===== src/rtl/vvbus_port_master.sv =====
// Bus master for the VV port bus: turns one request into a setup/strobe/hold bus cycle.
// Latency SETUP_CYC+STROBE_CYC+HOLD_CYC+1 cycles to rsp_done; req_ready stays low while a bus cycle is in flight.
module vvbus_port_master #(
   parameter int unsigned SETUP_CYC  = 2,
   parameter int unsigned STROBE_CYC = 6,
   parameter int unsigned HOLD_CYC   = 2
) (
   input  logic       clk,
   input  logic       reset,
   input  logic       req_valid,
   output logic       req_ready,
   input  logic       req_write,
   input  logic [7:0] req_addr,
   input  logic [7:0] req_wdata,
   output logic       rsp_done,
   output logic [7:0] rsp_rdata,
   output logic [7:0] shavv_n,
   output logic [7:0] data_o,
   output logic       data_oe,
   input  logic [7:0] data_i,
   output logic       zpvv_n,
   output logic       chtvv_n
);

   typedef enum logic [1:0] {IDLE, SETUP, STROBE, HOLD} state_t;

   localparam logic [3:0] SETUP_LD  = 4'(SETUP_CYC - 1);
   localparam logic [3:0] STROBE_LD = 4'(STROBE_CYC - 1);
   localparam logic [3:0] HOLD_LD   = 4'(HOLD_CYC - 1);

   state_t     state, state_nxt;
   logic [3:0] cnt, cnt_nxt;
   logic       wr_q, wr_nxt;
   logic [7:0] addr_q, addr_nxt;
   logic [7:0] wdata_q, wdata_nxt;
   logic       accept;
   logic       last;
   logic       busy_nxt;

   assign req_ready = (state == IDLE) && !reset;
   assign accept    = req_valid && req_ready;
   assign last      = (cnt == 4'd0);
   assign busy_nxt  = (state_nxt != IDLE);

   always_ff @(posedge clk) begin
      if (reset) begin
         state   <= IDLE;
         cnt     <= 4'd0;
         wr_q    <= 1'b0;
         addr_q  <= 8'h00;
         wdata_q <= 8'h00;
      end else begin
         state   <= state_nxt;
         cnt     <= cnt_nxt;
         wr_q    <= wr_nxt;
         addr_q  <= addr_nxt;
         wdata_q <= wdata_nxt;
      end
   end

   // Counter is loaded with (phase length - 1) on entry; the phase ends when it reaches zero.
   always_comb begin
      state_nxt = state;
      cnt_nxt   = cnt;
      wr_nxt    = wr_q;
      addr_nxt  = addr_q;
      wdata_nxt = wdata_q;
      case (state)
         IDLE: begin
            if (accept) begin
               state_nxt = SETUP;
               cnt_nxt   = SETUP_LD;
               wr_nxt    = req_write;
               addr_nxt  = req_addr;
               wdata_nxt = req_wdata;
            end
         end
         SETUP: begin
            if (last) begin
               state_nxt = STROBE;
               cnt_nxt   = STROBE_LD;
            end else begin
               cnt_nxt = cnt - 4'd1;
            end
         end
         STROBE: begin
            if (last) begin
               state_nxt = HOLD;
               cnt_nxt   = HOLD_LD;
            end else begin
               cnt_nxt = cnt - 4'd1;
            end
         end
         HOLD: begin
            if (last) begin
               state_nxt = IDLE;
               cnt_nxt   = 4'd0;
            end else begin
               cnt_nxt = cnt - 4'd1;
            end
         end
         default: begin
            state_nxt = IDLE;
            cnt_nxt   = 4'd0;
         end
      endcase
   end

   // Bus pins are flops fed from the next-state view so they line up with the state register.
   always_ff @(posedge clk) begin
      if (reset) begin
         shavv_n   <= 8'hFF;
         data_o    <= 8'hFF;
         data_oe   <= 1'b0;
         zpvv_n    <= 1'b1;
         chtvv_n   <= 1'b1;
         rsp_done  <= 1'b0;
         rsp_rdata <= 8'hFF;
      end else begin
         shavv_n  <= busy_nxt ? ~addr_nxt : 8'hFF;
         data_oe  <= busy_nxt && wr_nxt;
         data_o   <= (busy_nxt && wr_nxt) ? wdata_nxt : 8'hFF;
         zpvv_n   <= !((state_nxt == STROBE) && wr_nxt);
         chtvv_n  <= !((state_nxt == STROBE) && !wr_nxt);
         rsp_done <= (state == HOLD) && last;
         if ((state == STROBE) && last && !wr_q) begin
            rsp_rdata <= data_i;
         end
      end
   end

endmodule


===== config.mk =====
export PLATFORM = sky130hd
export DESIGN_NAME = vvbus_port_master
export DESIGN_NICKNAME = d
export VERILOG_FILES = /design/src/rtl/vvbus_port_master.sv
export SDC_FILE = /design/constraint.sdc
export NUM_CORES = 1
export LEC_CHECK = 0
export ABC_CLOCK_PERIOD_IN_PS = 2600
export CORE_ASPECT_RATIO = 0.75
export CORE_UTILIZATION = 45
export DETAILED_ROUTE_END_ITERATION = 10
export HOLD_SLACK_MARGIN = 0.03
export PLACE_DENSITY_LB_ADDON = 0.2
export SLEW_MARGIN = 5
export SYNTH_ARGS = -nofsm -noshare
export SYNTH_HDL_FRONTEND = slang
export SYNTH_SLANG_ARGS = --single-unit
export TNS_END_PERCENT = 10

===== constraint.sdc =====
create_clock -name clk -period 2.6 [get_ports clk]
set_input_delay 0.78 -clock clk [delete_from_list [all_inputs] [get_ports clk]]
set_output_delay 0.78 -clock clk [all_outputs]
set_load 0.01 [all_outputs]

==> key figures <==
Status
  – Status: completed

STA
  – Slew Viols, Final: 0
  – Final Hold Viols: 0
  – Max_slew headroom: 0.5629
  – Clock skew: 0.009405 ns
  – Worst-Margin Slew: 0.6497 ns
  – Worst hold margin: 0.4641 ns
  – Final min period: 2.485 ns
  – # setup viols final: 0
  – RSZ-0062 raised after global routing: no
  – Highest Clock Rate: 402.5 MHz
  – Worst Slack Setup Final: 0.1154 ns
  – Fin crit share: 0.9556

Synthesis
  – Average size of a mapped cell: 8.919 sq um
  – Yosys cell types: 29
  – Yosys warnings: 0
  – Sequential-to-total area share from yosys stat: 0.5639
  – Yosys reg bits: 51
  – Cell taking the most area after synthesis: dfxtp_1
  – Mux cell area share after synthesis: 0.01106
  – Synth Flop Type: dfxtp_1
  – Adder-cell share of the synthesized area: 0
  – Post-synthesis instance area: 1810 sq um
  – Synth Area in XOR/XNOR: 0
  – Post-Synthesis Cells: 203
  – Largest family of logic cells by synthesized area: simple AND/OR/NAND/NOR gates
  – Compound-cell area share of the yosys netlist: 0.1783
  – Post-synth EDFFs: 0
  – Area contributors post-synth: dfxtp_1 (56%), nand2_1 (9.1%), a21oi_1 (6.4%)
  – Post-synth top area share: 0.5639
  – Share of flip-flops with an asynchronous set or reset: 0
  – Simple-gate share of the synthesized area: 0.2032
  – Post-synth net total: 231

Power
  – Pwr/cell area: 763.7 nW/um^2
  – Leakage: 0.9396 nW
  – Tot Pwr: 1.958 mW
  – Max IR drop VDD: 551.1 uV

Setup path
  – Worst Path Required: 1.82 ns
  – Crit path launch: reset
  – Delay-heaviest family, CP: buffers and inverters
  – CP arrival: 1.70 ns
  – Max FO, Critical Path: 2
  – CP Cell Sequence: clkdlybuf4s50_1 > nor3_1 > dlygate4sd2_1
  – Critical register-to-register path startpoint: cnt[2]$_SDFFE_PP0P_
  – Worst Setup End Kind: output port
  – Crit Path Category: input pin to output port
  – CP peak stage delay: 0.42 ns
  – Worst path buffer plus inverter count: 2
  – Slowest CP cell: clkdlybuf4s50_1
  – CP Launch Type: input pin

Finish
  – Antenna fix cells: 0
  – Fin cells: 315
  – Layout Nets: 290
  – Fillers: 326
  – Final core utilization: 0.6825
  – Area of the multi-input gates: 710.7 sq um
  – Synth-to-layout area growth: 41.60%
  – FF/Latch Area: 1021 sq um
  – Share of layout cells above drive strength 1: 0.09125

Global route
  – Antenna violations before repair: 0
  – Gr ovfl total: 0
  – GRT Util Overall: 0.2023
  – Vias in the first global route: 1,506
  – Largest net degree at the start of global routing: 36
  – First-pass GRT wire length: 6561 um

Clock network
  – CTS tree: yes
  – Clock latency on the worst-skew pair: 0.30 ns
  – CTS root buf: clkbuf_8
  – CTS sink cnt: 51
  – CTS clk-pin slew, worst paths: 0.10 ns
  – Setup Buffers After CTS: 0
  – # H-tree levels: 2
  – CTS max path bufs: 2
  – Number of buffers created by CTS: 5

Route
  – DR WL met3: 189 um
  – DRC viols: 0
  – Vias per cell: 5.067
  – Antenna Nets Post-Route: 0
  – DR iter-0 viols: 78
  – WL met2: 1891 um
  – Via count: 1,596
  – M1 WL: 1861 um
  – DR pass1 iterations: 4
  – Routed wire length: 3986 um
  – Top routing layer used: met4
  – Drt wl/cell: 12.65 um

Floorplanning
  – Initial cell density of the core: 0.4820
  – Die width: 75.24 um
  – Core ar.: 3756 sq um
  – Die ar.: 4283 sq um
  – Row cnt: 19
  – Boundary Pins: 57
  – Die extent in y: 56.93 um

Placement
  – Place WS: -0.1757 ns
  – Final HPWL DP: 2744 um
  – Number of cells after detailed placement: 307
  – Port Buf Inserts: 56
  – Global placement routability congestion: 0.7500

Hold path
  – Hold path startpoint: wdata_q[6]$_SDFF_PP0_
  – Worst Hold Class: flip-flop to flip-flop

Run
  – # Max-Cap Violations: 0
[timing repair]
action / 4_1_cts / 5_1_grt
endpoints found under the setup margin: 1 / 0
resized for setup: 1 / 0
hold buffers: 0 / 0
[area by class of cell]
class                      count  share of cell area
inverter                       3            0.004392
clock inverter                 3             0.02635
sequential                    51              0.3982
clock buffer                   5             0.02684
tap                           52             0.02538
multi-input combinational    137              0.2772
timing repair buffer          64              0.2416
[tightest hold or removal path: stages, from the launching register on]
cell and delay [ns]:
dfxtp_1 0.32, nand2_1 0.05, a21oi_1 0.05
[cells in the final DEF, fill, tap and decap left out, drive strengths merged]
| cell type | count |
|---|---|
| o22ai | 8 |
| nand2b | 2 |
| bufinv | 2 |
| mux2i | 2 |
| dfxtp | 51 |
| o211ai | 2 |
| clkinv | 1 |
| nand3 | 4 |
| nand2 | 44 |
| nor4 | 2 |
| nor3 | 10 |
| or4 | 2 |
| o311ai | 1 |
| dlygate4sd2 | 1 |
| clkinvlp | 1 |
| a221oi | 1 |
| a211o | 1 |
| clkbuf | 5 |
| nor4b | 1 |
| or3b | 1 |
| clkdlybuf4s50 | 55 |
| or2 | 1 |
| o21ai | 11 |
| a21oi | 23 |
| buf | 8 |
| inv | 2 |
| o21a | 8 |
| nor2 | 13 |
[cells in the mapped netlist (all sizes together) (4+ instances only)]
cell / instances
dfxtp: 51
nand2: 44
a21oi: 23
nor2: 13
o21ai: 11
nor3: 10
o21a: 8
o22ai: 8
buf: 6
clkbuf: 6
nand3: 4
[metal layers]
metal,vias to the layer above,GRT usage
li1,818,-
met1,731,0.2559
met2,41,0.3320
met3,6,0.05300
met4,0,0.07672
met5,-,0
[power breakdown]
group          leakage [nW]  internal, mW  total (mW)  switching (mW)
sequential            0.417         0.854       0.902          0.0480
clock                0.0644         0.384       0.641           0.258
combinational         0.458         0.209       0.414           0.205
[stage by stage]
step | setup TNS [ns] | area [sq um]
finish | 0 | 2564
detailed placement | -0.1757 | 2429
floorplan | 0 | 1810
global placement | -0.1757 | 2429
global route | 0 | 2564
CTS | 0 | 2564
[state kept, by name, summed over array words and instances (netlist names)]
register / cells
zpvv_n: 1
shavv_n: 8
wdata_q: 8
data_o: 8
rsp_done: 1
cnt: 4
data_oe: 1
rsp_rdata: 8
chtvv_n: 1
state: 2
wr_q: 1
addr_q: 8
[cells by family after synthesis]
logic type	count (synthesis)
buffers and inverters	15
DFF	51
and+or+nand+nor	80
muxes	2
AOI/OAI and AO/OA	55
[path summary, 6_finish.rpt]
| check | endpoint | slack, ns | depth (start not counted) |
|---|---|---|---|
| max | req_ready | 0.12 | 3 |
| min | wdata_q[6]$_SDFF_PP0_ | 0.46 | 2 |
| max reg2reg | rsp_rdata[3]$_SDFFE_PP1P_ | 0.73 | 4 |
| min reg2reg | wdata_q[6]$_SDFF_PP0_ | 0.46 | 2 |
No activity file was read; power rests on OpenSTA's default activity.
